## src/rtl/o3_pkg.sv

```systemverilog
// Shared types and sizes for the o3 input sweeper: FSM state encoding,
// number of vectors and result/count widths.
package o3_pkg;

    typedef enum logic [1:0] {
        ST_IDLE  = 2'd0,
        ST_SWEEP = 2'd1,
        ST_DONE  = 2'd2
    } state_e;

    localparam int NUM_VEC  = 16;
    localparam int RESULT_W = 32;
    localparam int CNT_W    = 5;

endpackage

```

## src/rtl/o3_sweep_ctrl.sv

```systemverilog
// Walks {a,b,c,d} through all 16 combinations, holds each for SETTLE cycles and
// captures y/z on the last cycle of each dwell into a packed result word.
module o3_sweep_ctrl
    import o3_pkg::*;
#(
    parameter int SETTLE = 10
) (
    input  logic                clk,
    input  logic                rst_n,
    input  logic                start_i,
    input  logic                abort_i,
    input  logic                y_i,
    input  logic                z_i,
    output logic                a_o,
    output logic                b_o,
    output logic                c_o,
    output logic                d_o,
    output logic                busy_o,
    output logic                done_o,
    output logic [RESULT_W-1:0] result_o,
    output logic [CNT_W-1:0]    y_count_o,
    output logic [CNT_W-1:0]    z_count_o,
    output state_e              state_o
);

    // Handshake: start_i is a level request sampled only in IDLE (abort_i wins when
    // both are high); abort_i acts only in SWEEP; done_o pulses for one cycle when
    // all 16 vectors have been captured, and busy_o is high for the whole SWEEP.

    localparam logic [7:0] DCNT_LAST = 8'(SETTLE - 1);
    localparam logic [3:0] VEC_LAST  = 4'(NUM_VEC - 1);

    state_e              state_q, state_d;
    logic [3:0]          vec_q, vec_d;
    logic [7:0]          dcnt_q, dcnt_d;
    logic [RESULT_W-1:0] result_q, result_d;
    logic [CNT_W-1:0]    ycnt_q, ycnt_d;
    logic [CNT_W-1:0]    zcnt_q, zcnt_d;

    always_ff @(posedge clk or negedge rst_n) begin
        if (!rst_n) begin
            state_q  <= ST_IDLE;
            vec_q    <= '0;
            dcnt_q   <= '0;
            result_q <= '0;
            ycnt_q   <= '0;
            zcnt_q   <= '0;
        end else begin
            state_q  <= state_d;
            vec_q    <= vec_d;
            dcnt_q   <= dcnt_d;
            result_q <= result_d;
            ycnt_q   <= ycnt_d;
            zcnt_q   <= zcnt_d;
        end
    end

    always_comb begin
        state_d  = state_q;
        vec_d    = vec_q;
        dcnt_d   = dcnt_q;
        result_d = result_q;
        ycnt_d   = ycnt_q;
        zcnt_d   = zcnt_q;
        case (state_q)
            ST_IDLE: begin
                vec_d  = '0;
                dcnt_d = '0;
                if (start_i && !abort_i) begin
                    state_d  = ST_SWEEP;
                    result_d = '0;
                    ycnt_d   = '0;
                    zcnt_d   = '0;
                end
            end
            ST_SWEEP: begin
                if (abort_i) begin
                    state_d = ST_IDLE;
                    vec_d   = '0;
                    dcnt_d  = '0;
                end else if (dcnt_q == DCNT_LAST) begin
                    // Last dwell cycle: y/z reflect the vector driven since the dwell began.
                    result_d[{vec_q, 1'b0} +: 2] = {z_i, y_i};
                    ycnt_d = ycnt_q + {{(CNT_W-1){1'b0}}, y_i};
                    zcnt_d = zcnt_q + {{(CNT_W-1){1'b0}}, z_i};
                    dcnt_d = '0;
                    if (vec_q == VEC_LAST) begin
                        state_d = ST_DONE;
                    end else begin
                        vec_d = vec_q + 4'd1;
                    end
                end else begin
                    dcnt_d = dcnt_q + 8'd1;
                end
            end
            ST_DONE: begin
                state_d = ST_IDLE;
                vec_d   = '0;
                dcnt_d  = '0;
            end
            default: begin
                state_d = ST_IDLE;
                vec_d   = '0;
                dcnt_d  = '0;
            end
        endcase
    end

    assign {a_o, b_o, c_o, d_o} = vec_q;
    assign busy_o    = (state_q == ST_SWEEP);
    assign done_o    = (state_q == ST_DONE);
    assign result_o  = result_q;
    assign y_count_o = ycnt_q;
    assign z_count_o = zcnt_q;
    assign state_o   = state_q;

endmodule

```

## config.mk

```make
export PLATFORM = sky130hd
export DESIGN_NAME = o3_sweep_ctrl
export DESIGN_NICKNAME = d
export VERILOG_FILES = /design/src/rtl/o3_pkg.sv /design/src/rtl/o3_sweep_ctrl.sv
export SDC_FILE = /design/constraint.sdc
export NUM_CORES = 1
export LEC_CHECK = 0
export CORE_MARGIN = 2
export CORE_UTILIZATION = 54
export CTS_BUF_LIST = sky130_fd_sc_hd__clkbuf_2 sky130_fd_sc_hd__clkbuf_4 sky130_fd_sc_hd__clkbuf_8
export DETAILED_ROUTE_END_ITERATION = 8
export PLACE_DENSITY = 0.89
export SKIP_CTS_REPAIR_TIMING = 1
export SYNTH_ARGS = -nofsm -noshare
export SYNTH_HDL_FRONTEND = slang
export SYNTH_SLANG_ARGS = --single-unit
```

## constraint.sdc

```tcl
create_clock -name clk -period 2.6 [get_ports clk]
set_input_delay 0.26 -clock clk [delete_from_list [all_inputs] [get_ports clk]]
set_output_delay 0.26 -clock clk [all_outputs]
set_load 0.03 [all_outputs]
```

# Word level (Yosys, flattened, before mapping)
# Cells that the tools add are included.
# op_classes
addsub,5
multipliers,0
div,0
magnitude_cmp,0
n_eq_ne,10
shift,2
muxes,24
n_bitwise,0
n_reduce_logical,7
# op_table
cell,n
$mux W32,3
$pmux W32 S2,1
$bwmux W32,1
$shift A2 B7 Y32 const A,1
$shiftx A2 B7 Y32,1
$mux W5,5
$mux W8,3
$pmux W5 S2,2
$mux W4,4
$add A5 B1 Y5,2
$add A8 B1 Y8 const B,1
$eq A8 B4 Y1 const B,1
$mux W2,4
$neg A5 Y7,1
$ne A3 B2 Y1 const B,2
$add A4 B1 Y4 const B,1
$eq A4 B4 Y1 const B,1
$ne A2 B2 Y1 const B,2
$pmux W2 S2,1
$reduce_and A4 Y1,1
$ne A3 B3 Y1 const B,1
$reduce_and A3 Y1,1
$eq A2 B1 Y1 const B,1
$eq A2 B2 Y1 const B,1
6 further kinds,6
# word_totals
regBits,56
latch_bits,0
ram_bits,0
mem_bits_ro,0
in_bits,6
wordCells,54
mem_count,0

# Longest topological paths before layout
# logic_depth
depth_word,6
ltp_mapped,7
ltp_nobuf,6

# Worst setup path before layout
# OpenSTA, ideal clock, no wires.
# synth_path
kind,reg2reg
startpoint,register vec_q[0]
endpoint,"register result_q[30], in the netlist result_o[30]"
setup_ns,0.082
t_arrival_ns,2.143
t_required_ns,2.518
path_slack_ns,0.375
stages_incl_launch_ff,8
path_buffers,1
period_less_slack_ns,2.225
cell_sequence,dfrtp_1 -> buf_2 -> inv_1 -> ha_1 -> nand2b_1 -> a2111oi_4 -> and4_1 -> mux2i_1
# synth_between
elab_chain_cells,6
elab_cells_between_ends,7
cone_classes,add/sub: 1; shift: 2; mux: 4
# synth_lines
item,line,rtl
start: declaration,o3_sweep_ctrl.sv:34,"logic [3:0] vec_q, vec_d;"
start signal: assignment,o3_sweep_ctrl.sv:50,vec_q <= vec_d;
$neg A5 Y7 *,o3_sweep_ctrl.sv:83,"result_d[{vec_q, 1'b0} +: 2] = {z_i, y_i};"
$shiftx A2 B7 Y32 / $shift A2 B7 Y32 (equally long branches),o3_sweep_ctrl.sv:83,
$bwmux W32 *,o3_sweep_ctrl.sv:83,
$mux W32 *,o3_sweep_ctrl.sv:81,end else if (dcnt_q == DCNT_LAST) begin
$mux W32 *,o3_sweep_ctrl.sv:77,if (abort_i) begin
$pmux W32 S2 *,o3_sweep_ctrl.sv:65,case (state_q)
end signal: assignment,o3_sweep_ctrl.sv:52,result_q <= result_d;
end: declaration,o3_sweep_ctrl.sv:36,"logic [RESULT_W-1:0] result_q, result_d;"
# Every way passes the cells marked *; elsewhere a longest branch is shown, timed or not. The select of a mux whose other input is x is not followed.
# A chain may end at the register's enable or synchronous reset.

# Final worst setup path
# layout_path
startpoint,register dcnt_q[1]
endpoint,"register result_q[23], in the netlist result_o[23]"
# layout_between
elab_chain_cells,3
# layout_lines
item,line,rtl
start: declaration,o3_sweep_ctrl.sv:35,"logic [7:0] dcnt_q, dcnt_d;"
start signal: assignment,o3_sweep_ctrl.sv:51,dcnt_q <= dcnt_d;
$eq A8 B4 Y1,o3_sweep_ctrl.sv:81,
$ne A2 B1 Y1 (no source line),--,
$reduce_and A4 Y1 (no source line),--,
# Every way passes these cells.

==> flow_summary.toml <==
[sta]
fmax_mhz = 464
slew_headroom_pct = 46.2
fin_ws_ps = 445
finalSetupViolations = 0
rsz0062_at_grt = "false"
finalHoldViolCount = 27
finalCritPeriodShare_pct = 82.9
skew_ps = 8.15
max_slew.worst_pin.slew_ps = 802
worst_hold_slack_ps = -47.4
tns_ps = 0
period_needed_ps = 2160
finalMaxSlewViolations = 0

[grt]
grtUsageTotal_pct = 23.1
antenna_found_initial = 0
grt_max_degree = 30
grt_pass1_wl_mm = 11.1
grt-ovfl-total = 0
grt_pass1_vias = 2334

[synth]
ys_ff_latch = 56
synth_area_leaders = "dfrtp_1 (48%), mux2i_1 (11%), nand2_1 (5.6%)"
syn-cell-area_um2 = 2950
synth_edf_count = 0
synth.net_count = 294
netlist_instances = 278
synth_most_common_cell = "dfrtp_1"
synthArstFlopShare_pct = 100
yosysWarningCount = 0
synth_top_cell_area_share_pct = 47.6
synth_top_area_cell = "dfrtp_1"
synthFlopType = "dfrtp_1"
ys_seq_area_share_pct = 47.6
syn_avg_cell_area_um2 = 10.6
synth_common_cells = "dfrtp_1 (56), nand2_1 (44), mux2i_1 (33)"
yosysUniqueCellTypes = 42

[placement]
port_buffers = 55
gp_congestion = 0.820
preCtsSetupSlack_ps = 287
dpl.cell_count = 397
dp_hpwl_mm = 4.88

[critical_path]
critPathRequiredTime_ps = 2840
cp-start-kind = "flip-flop"
cp_top_family = "simple AND/OR/NAND/NOR gates"
worstSetupPathType = "reg -> reg"
timing.critical_path.buf_inv = 1
end_kind = "flip-flop"
slowest_stage = "nor4_2"
critical_path.cell_chain = "inv_1 > ha_1 > nor3b_2 > a21boi_2 > nor4_2 > mux2i_1"
arrival_ps = 2400
slowest_delay_ps = 530
cp_max_fo = 17

[die]
dieArea_um2 = 6060
start_util_pct = 56.9
num_rows = 26
core_region_area_um2 = 5170
die-height_um = 77.9
die_x_um = 77.9
io_pins = 56

[cts]
cts_sinks = 56
cts_tree = "done"
clk_pin_slew_worst_paths_ps = 100
clk_path_buf_depth = 2
clk_latency_ps = 310
cts-root-buf = "clkbuf_8"
numCtsBuffers = 5
htreeDepth = 2

[cells_and_area]
area_delta_synth_final_pct = 24.6
nets = 350
fin_util_pct = 70.9
diodes = 0
final_layout_size_suffix_gt1_share_pct = 9.25
final_cells = 405

[detailed_routing]
viasPerCell = 5.82
dr.first_iter.drc_count = 108
wl_per_cell_um = 15.9
detail-route-antenna-nets = 0
wirelength_mm = 6.45
dr.pass1.iters = 4
drc = 0
dr_total_vias = 2358

[power_and_ir_drop]
internal-power_w = 0.00122
p_sw_w = 0.000403
peakVddDrop_v = 0.000264
p_seq_share_pct = 55.1
switching_share_pct = 24.8
pwr-share-comb_pct = 9.9
p_clk_share_pct = 35.1
cellPowerDensity_nw_per_um2 = 442
p_leak_nw = 1.60

[run_status]
outcome = "finished, violations left"
violations = "negative hold slack"

[flow_run]
max_cap_viol_count = 0

[min_path]
hold_class = "in -> async"
-- layout by cell type (no fill, tap or decap), drive strengths merged, types with 5 or more instances in the layout --
master	synthesis	routed
dfrtp	56	56
mux2i	33	33
a21oi	6	6
clkdlybuf4s50	0	54
nand2	44	44
nor2	18	18
o21ai	10	10
clkbuf	2	5
buf	12	9
nand4	10	10
nand3	13	13
ha	10	10
xor2	7	7
-- power groups by stage --
stage	sequential (W)	clock [W]	combinational [W]
3_3_place_gp	0.000911	0	0.000156
3_5_place_dp	0.000911	0	0.000161
2_1_floorplan	0.000931	0	0.0000696
4_1_cts	0.000894	0.000577	0.000162
5_1_grt	0.000896	0.000611	0.000175
6_report	0.000894	0.000569	0.000160
-- layout make-up --
cell class / count / area [um2]
inverters: 3 / 11.3
multi-input cells: 205 / 1450
clock inverters: 3 / 42.5
fillers: 366 / 1500
repair buffers: 63 / 606
well taps: 70 / 87.6
clock buffers: 5 / 68.8
flip-flops and latches: 56 / 1400
-- flip-flops by register name, summed over array words and instances, names as in the netlist --
register and flops:
z_count_o 5, vec_q 4, y_count_o 5, state_o 2
result_o 32, dcnt_q 8
-- through the flow --
step,total power [W],instance area [um2],hold WS (ps)
after floorplan,0.00100,2950,-35.6
after global placement,0.00107,3560,313
after detailed placement,0.00107,3560,328
after CTS,0.00163,3670,-13.3
after global routing,0.00168,3670,2.89
final,0.00162,3670,-47.4
-- per-layer routing --
| metal | share of wire (%) | track usage, % | up-vias |
|---|---|---|---|
| met4 | 1.4 | 7.32 | 0 |
| met5 | 0 | 0 | - |
| met3 | 3.3 | 4.19 | 7 |
| met1 | 43 | 29.3 | 1193 |
| met2 | 52 | 40.0 | 54 |
| li1 | - | - | 1104 |
-- path summary, 6_finish.rpt --
check,start,to,slack (ps),cells past startpoint
worst max-delay path,dcnt_q[1],result_o[23],440,6
worst min-delay path,rst_n,y_count_o[4],-50,1
worst max register to register,dcnt_q[1],result_o[23],440,6
worst min register to register,result_o[11],result_o[11],530,2
max in group asynchronous,rst_n,vec_q[1],1980,2
min in group clk,result_o[11],result_o[11],530,2
-- logic make-up (layout without fill, tap and decap cells) --
family / Yosys count / after routing / synth area share (%)
compound gates: 29 / 29 / 7.18
xor+xnor: 11 / 11 / 3.27
buf+inv: 17 / 74 / 3.10
flops: 56 / 56 / 47.6
fa+ha+maj: 10 / 10 / 4.25
mux: 33 / 33 / 11.2
simple gates: 122 / 122 / 23.4
(Power assumes the default switching activity.)
==> RTL edit 1 (same flow settings) <==
Set the parameter `SETTLE` to 5 (it was 10).
--- a/src/rtl/o3_sweep_ctrl.sv
+++ b/src/rtl/o3_sweep_ctrl.sv
@@ -5,3 +5,3 @@
 #(
-    parameter int SETTLE = 10
+    parameter int SETTLE = 5
 ) (
Formal check against the unedited RTL: not equivalent (Yosys sat finds a counterexample within 10 cycles, from zero or initial values and one cycle with rst_n low).
==> RTL edit 1 against the original RTL <==
  * The run still ends with hold timing left
  * Final cell count down 0.99%
  * Worst setup slack worse by 100 ps
  * Clock power up 7.7%
  * Total power up 2.5%
  * Count of clock-buffer cells in the layout up 2
  * Sequential power about the same
  * Design area up 0.24%
  * Synthesized area down 0.98%
  * First-iteration DRC count up 90%
  * Routed wire length up 0.62%
  * Sequential cell count unchanged
  * Core utilization up 0.17 points
==> RTL edit 1: results (changes against the original RTL) <==
- Pre-antenna DRT Iters: 4 (unchanged)
- Complex-gate fraction of the synthesized area: 6.392% (was 7.179%)
- Drt wl/cell: 16.19 µm (was 15.93 µm)
- Final setup TNS: 0 ps (unchanged)
- Worst Hold Class: input port to asynchronous set/reset pin (unchanged)
- Worst clock skew: 13.84 ps (was 8.154 ps)
- Global-route wire length before repair: 10970 µm (was 11140 µm)
- Yosys cell types: 39 (was 42)
- Seq/Total Area, Yosys: 48.05% (was 47.58%)
- Post-Synth XOR/XNOR Area: 3.003% (was 3.271%)
- Synth warn: 0 (unchanged)
- Crit-path max FO: 8 (was 17)
- CTS root buffer: clkbuf_8 (unchanged)
- Fmax: 0.4435 GHz (was 0.4640 GHz)
- Failing checks: hold timing (unchanged)
- CP max-delay cell: or4_4 (was nor4_2)
- WHS: -23.32 ps (was -47.39 ps)
- Delay of the slowest critical-path stage: 630 ps (was 530 ps)
- Worst vdd ir: 0.2547 mV (was 0.2636 mV)
- Post-synth top cells: dfrtp_1 (56), nand2_1 (42), mux2i_1 (33), nor2_1 (17), nand3_1 (13) (was dfrtp_1 (56), nand2_1 (44), mux2i_1 (33), nor2_1 (17), nand3_1 (13))
- All-Layer GR Usage: 22.64% (was 23.11%)
- First DRT Iteration DRCs: 205 (was 108)
- Status: complete, but fails checks (unchanged)
- CTS clk-pin slew, worst paths: 100 ps (about the same)
- Placed wire-length estimate: 4632 µm (was 4878 µm)
- Synth async-reset ratio: 100.0% (unchanged)
- Final Hold Vio Count: 28 (was 27)
- Input/output buffers: 55 (unchanged)
- Largest net degree at the start of global routing: 36 (was 30)
- DRC Markers: 0 (unchanged)
- CP top delay family: simple AND/OR/NAND/NOR gates (unchanged)
- H-tree depth: 2 (unchanged)
- Final Net Count: 346 (was 350)
- Fillers: 368 (was 366)
- CTS buffer count: 5 (unchanged)
- Most common flop cell mapped by yosys: dfrtp_1 (unchanged)
- Post-synth net total: 290 (was 294)
- Initial antenna violation count: 0 (unchanged)
- P_leak: 1.578 nW (was 1.597 nW)
- GPL Wtd Cong: 0.8756 (was 0.8203)
- DR vias/cell: 5.658 (was 5.822)
- Pre-CTS setup slack: 362.1 ps (was 287.3 ps)
- Worst-Skew Late Latency: 310 ps (about the same)
- CP Data Arrival Time: 2450 ps (was 2400 ps)
- Vias in the first global route: 2238 (was 2334)
- Post-synthesis mux area share: 11.33% (was 11.21%)
- Diodes inserted: 0 (unchanged)
- Clk buf depth: 2 (unchanged)
- Synth area leaders: dfrtp_1 (48%), mux2i_1 (11%), nand2_1 (5.4%), ha_1 (4.3%), nor4b_2 (3.1%) (was dfrtp_1 (48%), mux2i_1 (11%), nand2_1 (5.6%), ha_1 (4.2%), nand3_1 (2.2%))
- Synth Area in Adders: 4.290% (was 4.248%)
- Max FFs per register: 32 (unchanged)
- Share of cells above drive strength 1: 9.366% (was 9.254%)
- Max-Slew Margin vs Limit: 28.59% (was 46.23%)
==> RTL edit 1: kinds of logic (layout without fill, tap and decap cells) <==
kind of cell             Yosys count  after routing
adder cells (fa/ha/maj)           10             10
XOR/XNOR                          10             10
flip-flops                        56             56
multiplexers                      33             33
AO/OA/AOI/OAI                     26             26
buffers and inverters             19             76
AND/OR/NAND/NOR                  120            120
==> RTL edit 1: final cells by class <==
type | instances | area (µm²) | share of cell area [%]
multi-input combinational | 199 | 1434 | 38.98
inverter | 7 | 26.28 | 0.7143
clock inverter | 1 | 30.03 | 0.8163
sequential | 56 | 1401 | 38.10
timing repair buffer | 61 | 603.1 | 16.39
clock buffer | 7 | 96.34 | 2.619
tap | 70 | 87.58 | 2.381
==> RTL edit 1: routing by layer <==
| layer | up-vias | global-route usage (%) | wire length (µm) |
|---|---|---|---|
| met2 | 56 | 36.52 | 3152 |
| met3 | 13 | 4.302 | 244 |
| met5 | - | 0 | 0 |
| met4 | 0 | 6.786 | 115 |
| li1 | 1084 | - | - |
| met1 | 1116 | 31.29 | 2981 |
==> RTL edit 1: worst paths after layout <==
check                           from      endpoint  cells after the start
max                         vec_q[1]  result_o[24]                      6
min                            rst_n     dcnt_q[4]                      1
max reg2reg                 vec_q[1]  result_o[24]                      6
min reg2reg                dcnt_q[0]     dcnt_q[0]                      1
max in group asynchronous      rst_n  result_o[12]                      2
min in group clk           dcnt_q[0]     dcnt_q[0]                      1
==> RTL edit 1: metrics by stage <==
step | cells | area, µm² | power, W | utilization [%] | hold WS (ps)
2_1_floorplan | 274 | 2917 | 0.0009954 | - | -35.59
3_3_place_gp | 393 | 3552 | 0.001066 | 68.67 | 321.8
3_5_place_dp | 393 | 3552 | 0.001070 | 68.67 | 331.7
4_1_cts | 401 | 3679 | 0.001675 | 71.12 | 0.7465
5_1_grt | 401 | 3679 | 0.001728 | 71.12 | 34.95
6_report | 401 | 3679 | 0.001665 | 71.12 | -23.32
==> RTL edit 1: worst register-to-register path: cells and delay by family, from the launching register on <==
| family | cells | cell delay (ps) |
|---|---|---|
| adder cells (fa/ha/maj) | 1 | 230 |
| multiplexers | 1 | 140 |
| buffers and inverters | 1 | 140 |
| flip-flops | 1 | 500 |
| AND/OR/NAND/NOR | 3 | 1150 |
==> RTL edit 1: where the power goes <==
group | switching, W | internal, W | total (W)
combinational | 0.000106 | 0.0000518 | 0.000158
sequential | 0.0000122 | 0.000882 | 0.000894
clock | 0.000272 | 0.000340 | 0.000613
==> RTL edit 2 (config.mk and constraints unchanged) <==
Made on the original files. Reset style: synchronous (`rst_n`), changed in one clocked block.
--- a/src/rtl/o3_sweep_ctrl.sv
+++ b/src/rtl/o3_sweep_ctrl.sv
@@ -39,3 +39,3 @@
 
-    always_ff @(posedge clk or negedge rst_n) begin
+    always_ff @(posedge clk) begin
         if (!rst_n) begin
Behaviour: differs if rst_n is asserted again (counterexample within 4 cycles, from zero or initial values and one cycle with rst_n low); with rst_n held inactive, the same outputs for 10 cycles.
==> RTL edit 2 against the original RTL <==
  * Clock skew up 4.1 ps
  * Combinational power down 50%
  * Routed wire length down 9.9%
  * Non-clock buffer count down 4
  * Sequential cell count unchanged
  * Design area down 6.0%
  * Total power down 5.8%
  * Synthesized area down 7.0%
  * Global-route usage down 0.94 points
  * Worst setup slack worse by 100 ps
  * Die area down 6.6%
==> RTL edit 2: results (changes against the original RTL) <==
- Met1 Resource Use GR: 28.44% (was 29.29%)
- All-Layer GR Usage: 22.17% (was 23.11%)
- Post-synth top cells: dfxtp_1 (56), nand2_1 (39), mux2i_1 (33), nor2_1 (16), nand3_1 (14) (was dfrtp_1 (56), nand2_1 (44), mux2i_1 (33), nor2_1 (17), nand3_1 (13))
- Worst vdd ir: 0.3068 mV (was 0.2636 mV)
- Slew @ Worst Pin: 1210 ps (was 801.9 ps)
- Cells after synthesis: 275 (was 278)
- Post-synthesis mux area share: 12.05% (was 11.21%)
- Drt wl/cell: 14.69 µm (was 15.93 µm)
- Complex-gate fraction of the synthesized area: 7.580% (was 7.179%)
- Worst clock skew: 12.23 ps (was 8.154 ps)
- P_leak: 1.225 nW (was 1.597 nW)
- Synth Area in Adders: 4.566% (was 4.248%)
- Status: completed (was complete, but fails checks)
- Yosys cell types: 45 (was 42)
- GPL Wtd Cong: 0.8398 (was 0.8203)
- Final Net Count: 344 (was 350)
- Placed wire-length estimate: 4324 µm (was 4878 µm)
- Hold depth: 2
- Synth warn: 0 (unchanged)
- Post-synth net total: 291 (was 294)
- CP Data Arrival Time: 2000 ps (was 2400 ps)
- Reg2Reg Setup Slack: 520 ps (was 440 ps)
- Placed cell areas: 3334 µm² (was 3558 µm²)
- Share of cells above drive strength 1: 9.119% (was 9.254%)
- Largest net degree at the start of global routing: 33 (was 30)
- Reg2reg start: vec_q[1] (was dcnt_q[1])
- Worst Hold Class: flop to flop (was input port to asynchronous set/reset pin)
- Global-route wire length before repair: 9639 µm (was 11140 µm)
- Pre-CTS setup slack: 301.9 ps (was 287.3 ps)
- First DRT Iteration DRCs: 101 (was 108)
- Synth area leaders: dfxtp_1 (41%), mux2i_1 (12%), nand2_1 (5.3%), ha_1 (4.6%), nor4b_4 (3.5%) (was dfrtp_1 (48%), mux2i_1 (11%), nand2_1 (5.6%), ha_1 (4.2%), nand3_1 (2.2%))
- Non-filler instance count after layout: 396 (was 405)
- Diodes inserted: 0 (unchanged)
- M3 GR Usage: 5.087% (was 4.186%)
- Critical R2R Capture: result_o[12] (was result_o[23])
- Synth async-reset ratio: 0% (was 100.0%)
- Post-Synth XOR/XNOR Area: 3.836% (was 3.271%)
- Crit-path max FO: 9 (was 17)
- GR Layer Usage met2: 37.43% (was 40.00%)
- DR vias/cell: 5.563 (was 5.822)
- Vias in the first global route: 2118 (was 2334)
RTL edit 2: how the worst max path moves through the flow:
| stage | startpoint | end | slack, ps | cells after the start |
|---|---|---|---|---|
| after CTS | state_o[0] | busy_o | 340 | 2 |
| after global routing | state_o[0] | busy_o | 220 | 2 |
| final | state_o[0] | busy_o | 340 | 2 |
| after global placement | abort_i | result_o[21] | 430 | 5 |
| after detailed placement | abort_i | result_o[12] | 300 | 5 |
| after floorplan | vec_q[0] | result_o[20] | 290 | 6 |
RTL edit 2: kinds of logic after synthesis:
family          count (synthesis)
fa+ha+maj                      10
mux                            33
simple gates                  119
buf+inv                        19
flops                          56
xor+xnor                        9
compound gates                 29
RTL edit 2: where the power goes:
group / internal (W) / switching, W / total (W) / leakage, nW
Clock: 0.000302 / 0.000283 / 0.000584 / 0.0592
Sequential: 0.000860 / 0.00000359 / 0.000864 / 0.451
Combinational: 0.0000268 / 0.0000540 / 0.0000807 / 0.714
Total: 0.00119 / 0.000340 / 0.00153 / 1.22
RTL edit 2: worst max-delay path: stages (launching register included):
cell and delay (ps):
dfxtp_1 500, nor2b_1 420, clkdlybuf4s50_1 770
RTL edit 2: per-layer routing:
metal  wire (µm)  vias up  share of wire [%]
li1            -     1085                  -
met1        2544     1062                 44
met2        2962       48                 51
met3         230        8                4.0
met4          78        0                1.3
met5           0        -                  0
RTL edit 2: final cells by class:
| type | instances | area, µm² |
|---|---|---|
| clock buffers | 6 | 76.32 |
| flip-flops and latches | 56 | 1121 |
| inverters | 6 | 22.52 |
| multi-input cells | 200 | 1526 |
| well taps | 67 | 83.83 |
| fillers | 401 | 1368 |
| repair buffers | 59 | 580.6 |
| clock inverters | 2 | 38.79 |
